File: config.mk
export PLATFORM = sky130hd
export DESIGN_NAME = control_sequencer
export DESIGN_NICKNAME = d
export VERILOG_FILES = /design/src/rtl/cpu_defs.sv /design/src/rtl/reg_select_decoder.sv /design/src/rtl/control_sequencer.sv
export SDC_FILE = /design/constraint.sdc
export NUM_CORES = 1
export LEC_CHECK = 0
export BUFFER_PORTS_ARGS = -buffer_cell sky130_fd_sc_hd__buf_4
export CAP_MARGIN = 20
export CORE_AREA = 2 2 58 60
export CTS_CLUSTER_SIZE = 8
export DETAILED_ROUTE_END_ITERATION = 8
export DIE_AREA = 0 0 60 62
export GPL_TIMING_DRIVEN = 0
export PLACE_DENSITY_LB_ADDON = 0.1
export SYNTH_ARGS = -nofsm -noshare
export SYNTH_HDL_FRONTEND = slang
export SYNTH_HIERARCHICAL = 1
export SYNTH_SLANG_ARGS = --single-unit
File: constraint.sdc
create_clock -name clock -period 4.9 [get_ports clock]
set_input_delay 0.98 -clock clock [delete_from_list [all_inputs] [get_ports clock]]
set_output_delay 0.98 -clock clock [all_outputs]
set_load 0.02 [all_outputs]
File: src/rtl/cpu_defs.sv
// Shared definitions for the control sequencer: instruction field positions,
// opcodes, ALU function codes, state encoding and opcode classification.
package cpu_defs;

  localparam int OP_MSB = 31;
  localparam int OP_LSB = 27;
  localparam int RA_MSB = 26;
  localparam int RA_LSB = 23;
  localparam int RB_MSB = 22;
  localparam int RB_LSB = 19;
  localparam int RC_MSB = 18;
  localparam int RC_LSB = 15;

  localparam logic [4:0] OP_ADD  = 5'b00011;
  localparam logic [4:0] OP_SUB  = 5'b00100;
  localparam logic [4:0] OP_AND  = 5'b00101;
  localparam logic [4:0] OP_OR   = 5'b00110;
  localparam logic [4:0] OP_ROR  = 5'b00111;
  localparam logic [4:0] OP_ROL  = 5'b01000;
  localparam logic [4:0] OP_SHR  = 5'b01001;
  localparam logic [4:0] OP_SHRA = 5'b01010;
  localparam logic [4:0] OP_SHL  = 5'b01011;
  localparam logic [4:0] OP_MUL  = 5'b01111;
  localparam logic [4:0] OP_DIV  = 5'b10000;
  localparam logic [4:0] OP_NEG  = 5'b10001;
  localparam logic [4:0] OP_NOT  = 5'b10010;
  localparam logic [4:0] OP_NOP  = 5'b11010;
  localparam logic [4:0] OP_HALT = 5'b11011;

  localparam logic [3:0] ALU_ADD  = 4'd0;
  localparam logic [3:0] ALU_SUB  = 4'd1;
  localparam logic [3:0] ALU_AND  = 4'd2;
  localparam logic [3:0] ALU_OR   = 4'd3;
  localparam logic [3:0] ALU_ROR  = 4'd4;
  localparam logic [3:0] ALU_ROL  = 4'd5;
  localparam logic [3:0] ALU_SHR  = 4'd6;
  localparam logic [3:0] ALU_SHRA = 4'd7;
  localparam logic [3:0] ALU_SHL  = 4'd8;
  localparam logic [3:0] ALU_MUL  = 4'd9;
  localparam logic [3:0] ALU_NEG  = 4'd10;
  localparam logic [3:0] ALU_NOT  = 4'd11;
  localparam logic [3:0] ALU_DIV  = 4'd12;

  typedef enum logic [3:0] {
    ST_RST,
    ST_T0,
    ST_T1,
    ST_T2,
    ST_T3,
    ST_T4,
    ST_T5,
    ST_T6,
    ST_HALTED
  } state_e;

  // Execute-step families; every opcode maps onto exactly one.
  typedef enum logic [2:0] {
    CLS_NONE,
    CLS_ALU3,
    CLS_UNARY,
    CLS_MULDIV,
    CLS_HALT
  } op_class_e;

  // Which IR register field drives the Rout decoder.
  typedef enum logic [1:0] {
    RSEL_RA,
    RSEL_RB,
    RSEL_RC
  } rsel_e;

  function automatic op_class_e op_class(input logic [4:0] op);
    case (op)
      OP_ADD, OP_SUB, OP_AND, OP_OR, OP_ROR,
      OP_ROL, OP_SHR, OP_SHRA, OP_SHL:       op_class = CLS_ALU3;
      OP_NEG, OP_NOT:                         op_class = CLS_UNARY;
      OP_MUL, OP_DIV:                         op_class = CLS_MULDIV;
      OP_HALT:                                op_class = CLS_HALT;
      OP_NOP:                                 op_class = CLS_NONE;
      default:                                op_class = CLS_NONE;
    endcase
  endfunction

  function automatic logic [3:0] alu_code(input logic [4:0] op);
    case (op)
      OP_ADD:  alu_code = ALU_ADD;
      OP_SUB:  alu_code = ALU_SUB;
      OP_AND:  alu_code = ALU_AND;
      OP_OR:   alu_code = ALU_OR;
      OP_ROR:  alu_code = ALU_ROR;
      OP_ROL:  alu_code = ALU_ROL;
      OP_SHR:  alu_code = ALU_SHR;
      OP_SHRA: alu_code = ALU_SHRA;
      OP_SHL:  alu_code = ALU_SHL;
      OP_MUL:  alu_code = ALU_MUL;
      OP_DIV:  alu_code = ALU_DIV;
      OP_NEG:  alu_code = ALU_NEG;
      OP_NOT:  alu_code = ALU_NOT;
      default: alu_code = ALU_ADD;
    endcase
  endfunction

endpackage

File: src/rtl/reg_select_decoder.sv
// Register index to one-hot select, gated by an enable.
module reg_select_decoder #(
  parameter int N     = 16,
  parameter int IDX_W = 4
) (
  input  logic [IDX_W-1:0] idx_i,
  input  logic             en_i,
  output logic [N-1:0]     onehot_o
);

  // One bit per register; all zero when not enabled.
  always_comb begin
    for (int i = 0; i < N; i++) begin
      onehot_o[i] = en_i && (idx_i == IDX_W'(i));
    end
  end

endmodule

File: src/rtl/control_sequencer.sv
// Hardwired Moore control unit: fetch T0-T2, then execute steps chosen by
// the opcode in IR. Outputs depend on the state register and IR fields only.
//
// state   | meaning
// --------+----------------------------------------------------------
// RST     | held by clear; all outputs 0
// T0      | PC to MAR, PC+1 into Z
// T1      | PC <- Z, memory read into MDR
// T2      | MDR into IR
// T3..T6  | execute steps, content depends on opcode class
// HALTED  | absorbing; all outputs 0 until clear
module control_sequencer
  import cpu_defs::*;
#(
  parameter int RF_SIZE = 16
) (
  input  logic               clock,
  input  logic               clear,
  input  logic [31:0]        IR,
  input  logic               Stop,
  output logic [RF_SIZE-1:0] Rin,
  output logic [RF_SIZE-1:0] Rout,
  output logic               PCin,
  output logic               PCout,
  output logic               IncPC,
  output logic               MARin,
  output logic               MDRin,
  output logic               MDRout,
  output logic               IRin,
  output logic               Yin,
  output logic               Zlowin,
  output logic               Zhighin,
  output logic               Zlowout,
  output logic               Zhighout,
  output logic               HIin,
  output logic               LOin,
  output logic               Read,
  output logic [3:0]         ALUop,
  output logic               Run
);

  state_e    state_q, state_d;
  state_e    end_next;
  logic      stop_req_q, stop_req_d;
  logic [4:0] op;
  logic [3:0] ra, rb, rc;
  logic [3:0] rout_idx;
  logic [3:0] alu_sel;
  op_class_e  cls;
  rsel_e      rout_sel;
  logic       rin_en, rout_en;
  logic       unused_ir;

  assign op        = IR[OP_MSB:OP_LSB];
  assign ra        = IR[RA_MSB:RA_LSB];
  assign rb        = IR[RB_MSB:RB_LSB];
  assign rc        = IR[RC_MSB:RC_LSB];
  assign cls       = op_class(op);
  assign alu_sel   = alu_code(op);
  assign unused_ir = ^IR[RC_LSB-1:0];

  // A pending stop request diverts the end of the current instruction.
  assign end_next = stop_req_q ? ST_HALTED : ST_T0;

  // State and stop request registers; clear abandons everything at once.
  always_ff @(posedge clock or posedge clear) begin
    if (clear) begin
      state_q    <= ST_RST;
      stop_req_q <= 1'b0;
    end else begin
      state_q    <= state_d;
      stop_req_q <= stop_req_d;
    end
  end

  // Stop is remembered from any edge while the sequencer is active.
  always_comb begin
    stop_req_d = stop_req_q |
                 (Stop && (state_q != ST_RST) && (state_q != ST_HALTED));
  end

  // Next-state: fetch is fixed, execute length follows the opcode class.
  always_comb begin
    state_d = state_q;
    case (state_q)
      ST_RST: state_d = ST_T0;
      ST_T0:  state_d = ST_T1;
      ST_T1:  state_d = ST_T2;
      ST_T2:  state_d = ST_T3;
      ST_T3: begin
        case (cls)
          CLS_HALT:   state_d = ST_HALTED;
          CLS_NONE:   state_d = end_next;
          default:    state_d = ST_T4;
        endcase
      end
      ST_T4: begin
        if (cls == CLS_ALU3 || cls == CLS_MULDIV) state_d = ST_T5;
        else                                      state_d = end_next;
      end
      ST_T5: begin
        if (cls == CLS_MULDIV) state_d = ST_T6;
        else                   state_d = end_next;
      end
      ST_T6:     state_d = end_next;
      ST_HALTED: state_d = ST_HALTED;
      default:   state_d = ST_RST;
    endcase
  end

  // Moore output decode; register strobes go through the one-hot decoders.
  always_comb begin
    PCin     = 1'b0;
    PCout    = 1'b0;
    IncPC    = 1'b0;
    MARin    = 1'b0;
    MDRin    = 1'b0;
    MDRout   = 1'b0;
    IRin     = 1'b0;
    Yin      = 1'b0;
    Zlowin   = 1'b0;
    Zhighin  = 1'b0;
    Zlowout  = 1'b0;
    Zhighout = 1'b0;
    HIin     = 1'b0;
    LOin     = 1'b0;
    Read     = 1'b0;
    ALUop    = ALU_ADD;
    Run      = 1'b0;
    rin_en   = 1'b0;
    rout_en  = 1'b0;
    rout_sel = RSEL_RA;
    case (state_q)
      ST_T0: begin
        Run    = 1'b1;
        PCout  = 1'b1;
        MARin  = 1'b1;
        IncPC  = 1'b1;
        Zlowin = 1'b1;
      end
      ST_T1: begin
        Run     = 1'b1;
        Zlowout = 1'b1;
        PCin    = 1'b1;
        Read    = 1'b1;
        MDRin   = 1'b1;
      end
      ST_T2: begin
        Run    = 1'b1;
        MDRout = 1'b1;
        IRin   = 1'b1;
      end
      ST_T3: begin
        Run = 1'b1;
        case (cls)
          CLS_ALU3: begin
            rout_en  = 1'b1;
            rout_sel = RSEL_RB;
            Yin      = 1'b1;
          end
          CLS_UNARY: begin
            rout_en  = 1'b1;
            rout_sel = RSEL_RB;
            ALUop    = alu_sel;
            Zlowin   = 1'b1;
          end
          CLS_MULDIV: begin
            rout_en  = 1'b1;
            rout_sel = RSEL_RA;
            Yin      = 1'b1;
          end
          default: ;
        endcase
      end
      ST_T4: begin
        Run = 1'b1;
        case (cls)
          CLS_ALU3: begin
            rout_en  = 1'b1;
            rout_sel = RSEL_RC;
            ALUop    = alu_sel;
            Zlowin   = 1'b1;
          end
          CLS_UNARY: begin
            Zlowout = 1'b1;
            rin_en  = 1'b1;
          end
          CLS_MULDIV: begin
            rout_en  = 1'b1;
            rout_sel = RSEL_RB;
            ALUop    = alu_sel;
            Zlowin   = 1'b1;
            Zhighin  = 1'b1;
          end
          default: ;
        endcase
      end
      ST_T5: begin
        Run = 1'b1;
        case (cls)
          CLS_ALU3: begin
            Zlowout = 1'b1;
            rin_en  = 1'b1;
          end
          CLS_MULDIV: begin
            Zlowout = 1'b1;
            LOin    = 1'b1;
          end
          default: ;
        endcase
      end
      ST_T6: begin
        Run = 1'b1;
        if (cls == CLS_MULDIV) begin
          Zhighout = 1'b1;
          HIin     = 1'b1;
        end
      end
      default: ;
    endcase
  end

  // Rout source register differs per execute step.
  always_comb begin
    case (rout_sel)
      RSEL_RB: rout_idx = rb;
      RSEL_RC: rout_idx = rc;
      default: rout_idx = ra;
    endcase
  end

  reg_select_decoder #(.N(RF_SIZE), .IDX_W(4)) u_rin_dec (
    .idx_i    (ra),
    .en_i     (rin_en),
    .onehot_o (Rin)
  );

  reg_select_decoder #(.N(RF_SIZE), .IDX_W(4)) u_rout_dec (
    .idx_i    (rout_idx),
    .en_i     (rout_en),
    .onehot_o (Rout)
  );

endmodule

==> out/metrics.cfg <==
[sta]
final.setup.tns_ns = 0
rsz0062_at_grt = false
layout_setup_ws_ns = 0.213
fmax_mhz = 213
fin_crit_ns = 4.69
clock-skew-final_ns = 0.000706
hold_viol_final = 0
min_period_over_period_pct = 95.6
relSlewSlack_pct = 63.5
maxSlewViolCount = 0
worst_pin_slew_ns = 0.547
setup_viol = 0

[final_layout]
post_layout_nonfiller_instances = 313
syn2layout_area_growth_pct = 50.2
nFillCells = 331
antenna_cells = 0
utilization_pct = 58.8
nets = 309
layout-drive-gt1-share_pct = 37.1

[grt]
grt_util_met3_pct = 0
grt_overflow = 0
grt_pass1_vias = 1230
use_met1_pct = 27.8
busiest_layer = met1
grt_pass1_wl_microns = 5310
antenna_found_initial = 0
met2_usage_pct = 26.4
grt_util_all_layers_pct = 17.6
grt_start_max_net_pins = 11

[logic_synthesis]
yosysTopAreaCell = nor2_1
synth_top_area_share_pct = 12.4
synth_area_sq_mm = 0.00124
yosys_warnings = 6
synth_cell_types = 45
synth_area_leaders = nor2_1, dfrtp_1, ha_1
yosys-top-cells-count = nor2_1, nand2_1, nor3_1, o21ai_0
async_flop_share_pct = 100
syn_inst = 192
synth-seq-area-share_pct = 10.1
synth.avg_cell_area_sq_um = 6.48
synth_nets = 233
synth_edf_count = 0
yosys_most_used_dff = dfrtp_1
ys_ff_latch = 5
yosysMostFrequentCell = nor2_1

[detailed_routing]
routedWlPerCell_microns = 11.0
finalWirelength_microns = 3440
via_count = 1558
drc_errors = 0
drtPass1Iterations = 4
post_drt_via_cell_ratio = 4.98
ant_nets = 0
drt_iter0_drc = 69

[setup_path]
arrival_ns = 3.71
critPathMaxFanout = 8
end_kind = primary output
critPathRequiredTime_ns = 3.92
critPathKind = input port to primary output
crit_path_start_kind = input port
rrSetupSlack_ns = 3.39

[cts]
clk_pin_slew_ns = 0.04
cts_sinks = 5
cts_tree = done
htreeDepth = 1
clkLatencyLatePin_ns = 0.24
ctsRootBufferMaster = clkbuf_4
cts_max_path_buffers = 2
cts_buffers = 3

[floorplanning]
die_w_microns = 60
dieArea_sq_mm = 0.00372
num_rows = 21
io_pins = 87
core_area_sq_mm = 0.00318
die_h_microns = 62
initial_utilization_pct = 39.2

[hold_path]
worstHoldPathType = flop to flop

[placement]
dp_hpwl_microns = 2750
gp_congestion = 0.807
io_buffers = 71
place_inst = 309
dp_slack_ns = 0.0339

[power]
seq_power_share_pct = 10.9
cellPowerDensity_mw_per_mm2 = 345
vdd_ir_drop_max_v = 0.000131
power_frac_comb_pct = 82.0
leakagePower_nw = 0.897
power_frac_clock_pct = 7.2
p_int_mw = 0.311
swShare_pct = 51.8
netSwitchingPower_mw = 0.334

[run]
maxCapViolations = 0

[status]
status = finished clean

[cell usage in the layout, fill, tap and decap left out, types with 5 or more instances in the layout]
| cell | count |
|---|---|
| buf_4 | 77 |
| ha_1 | 6 |
| inv_1 | 8 |
| nor2_1 | 41 |
| nand2b_1 | 6 |
| a22oi_1 | 5 |
| nand3b_1 | 5 |
| a21o_1 | 5 |
| nand3_1 | 8 |
| o21ai_1 | 5 |
| buf_2 | 5 |
| nor3_1 | 10 |
| a21oi_1 | 6 |
| nor2b_1 | 6 |
| clkbuf_1 | 5 |
| dfrtp_1 | 5 |
| o21ai_0 | 6 |
| nand2_1 | 14 |
[final timing paths]
kind                             from  depth (start not counted)          to
setup reg to reg           state_q[3]                          5  state_q[0]
hold / removal             stop_req_q                          1  stop_req_q
max in group asynchronous       clear                          2  stop_req_q
min in group asynchronous       clear                          2  state_q[2]
hold reg to reg            stop_req_q                          1  stop_req_q
setup / recovery               IR[27]                         12     Rout[0]
[sequential cells by signal, indices dropped and copies added, names as in the netlist]
register,count
stop_req_q,1
state_q,4
[metrics by stage]
step	instance area [sq um]	hold WS [ns]	total power, mW
floorplan	1240	0.465	0.439
global placement	1840	0.511	0.594
detailed placement	1840	0.515	0.596
CTS	1860	0.524	0.643
global route	1870	0.573	0.697
finish	1870	0.527	0.645
[logic make-up (layout without fill, tap and decap cells)]
group | count (synthesis) | count (layout) | synth area share (%)
adders and majority gates | 6 | 6 | 6.03
DFF | 5 | 5 | 10.1
xor gates and xnor gates | 1 | 1 | 0.704
AOI/OAI and AO/OA | 47 | 47 | 27.7
buffers and inverters | 27 | 102 | 11.8
and+or+nand+nor | 106 | 106 | 43.7
[power groups by stage]
| stage | clock (mW) | combinational, mW | sequential (mW) |
|---|---|---|---|
| floorplan | 0 | 0.372 | 0.0667 |
| global placement | 0 | 0.524 | 0.0702 |
| detailed placement | 0 | 0.525 | 0.0705 |
| CTS | 0.0472 | 0.526 | 0.0701 |
| global route | 0.0486 | 0.576 | 0.0718 |
| finish | 0.0463 | 0.529 | 0.0701 |
[timing repair]
item	in CTS	in global routing
hold endpoints to repair	0	0
setup buffers	0	0
setup endpoints to repair	0	16
gates resized for setup	0	6
hold buffers	0	0
[area by class of cell]
cell class | instances | area [sq um] | share of cell area [%]
sequential | 5 | 125 | 6.69
multi-input combinational | 160 | 981 | 52.5
timing repair buffer | 71 | 533 | 28.5
buffer | 18 | 113 | 6.02
inverter | 9 | 33.8 | 1.81
tap | 46 | 57.6 | 3.08
clock buffer | 4 | 26.3 | 1.41
[critical path: stages]
cell and delay, ns:
buf_4 0.13, ha_1 0.24, nor4b_2 0.40, nor2_1 0.12
a21boi_1 0.17, o311a_1 0.33, ha_1 0.41, nand2_1 0.10
o21ai_1 0.11, or3b_4 0.45, nor3_2 0.12, buf_4 0.16
[metal layers]
layer	share of wire [%]	wire length (microns)
met3	7.6	261
met2	43	1490
met1	48	1670
met4	0.84	29
met5	0	0
Power figures use the tool's default switching activity.
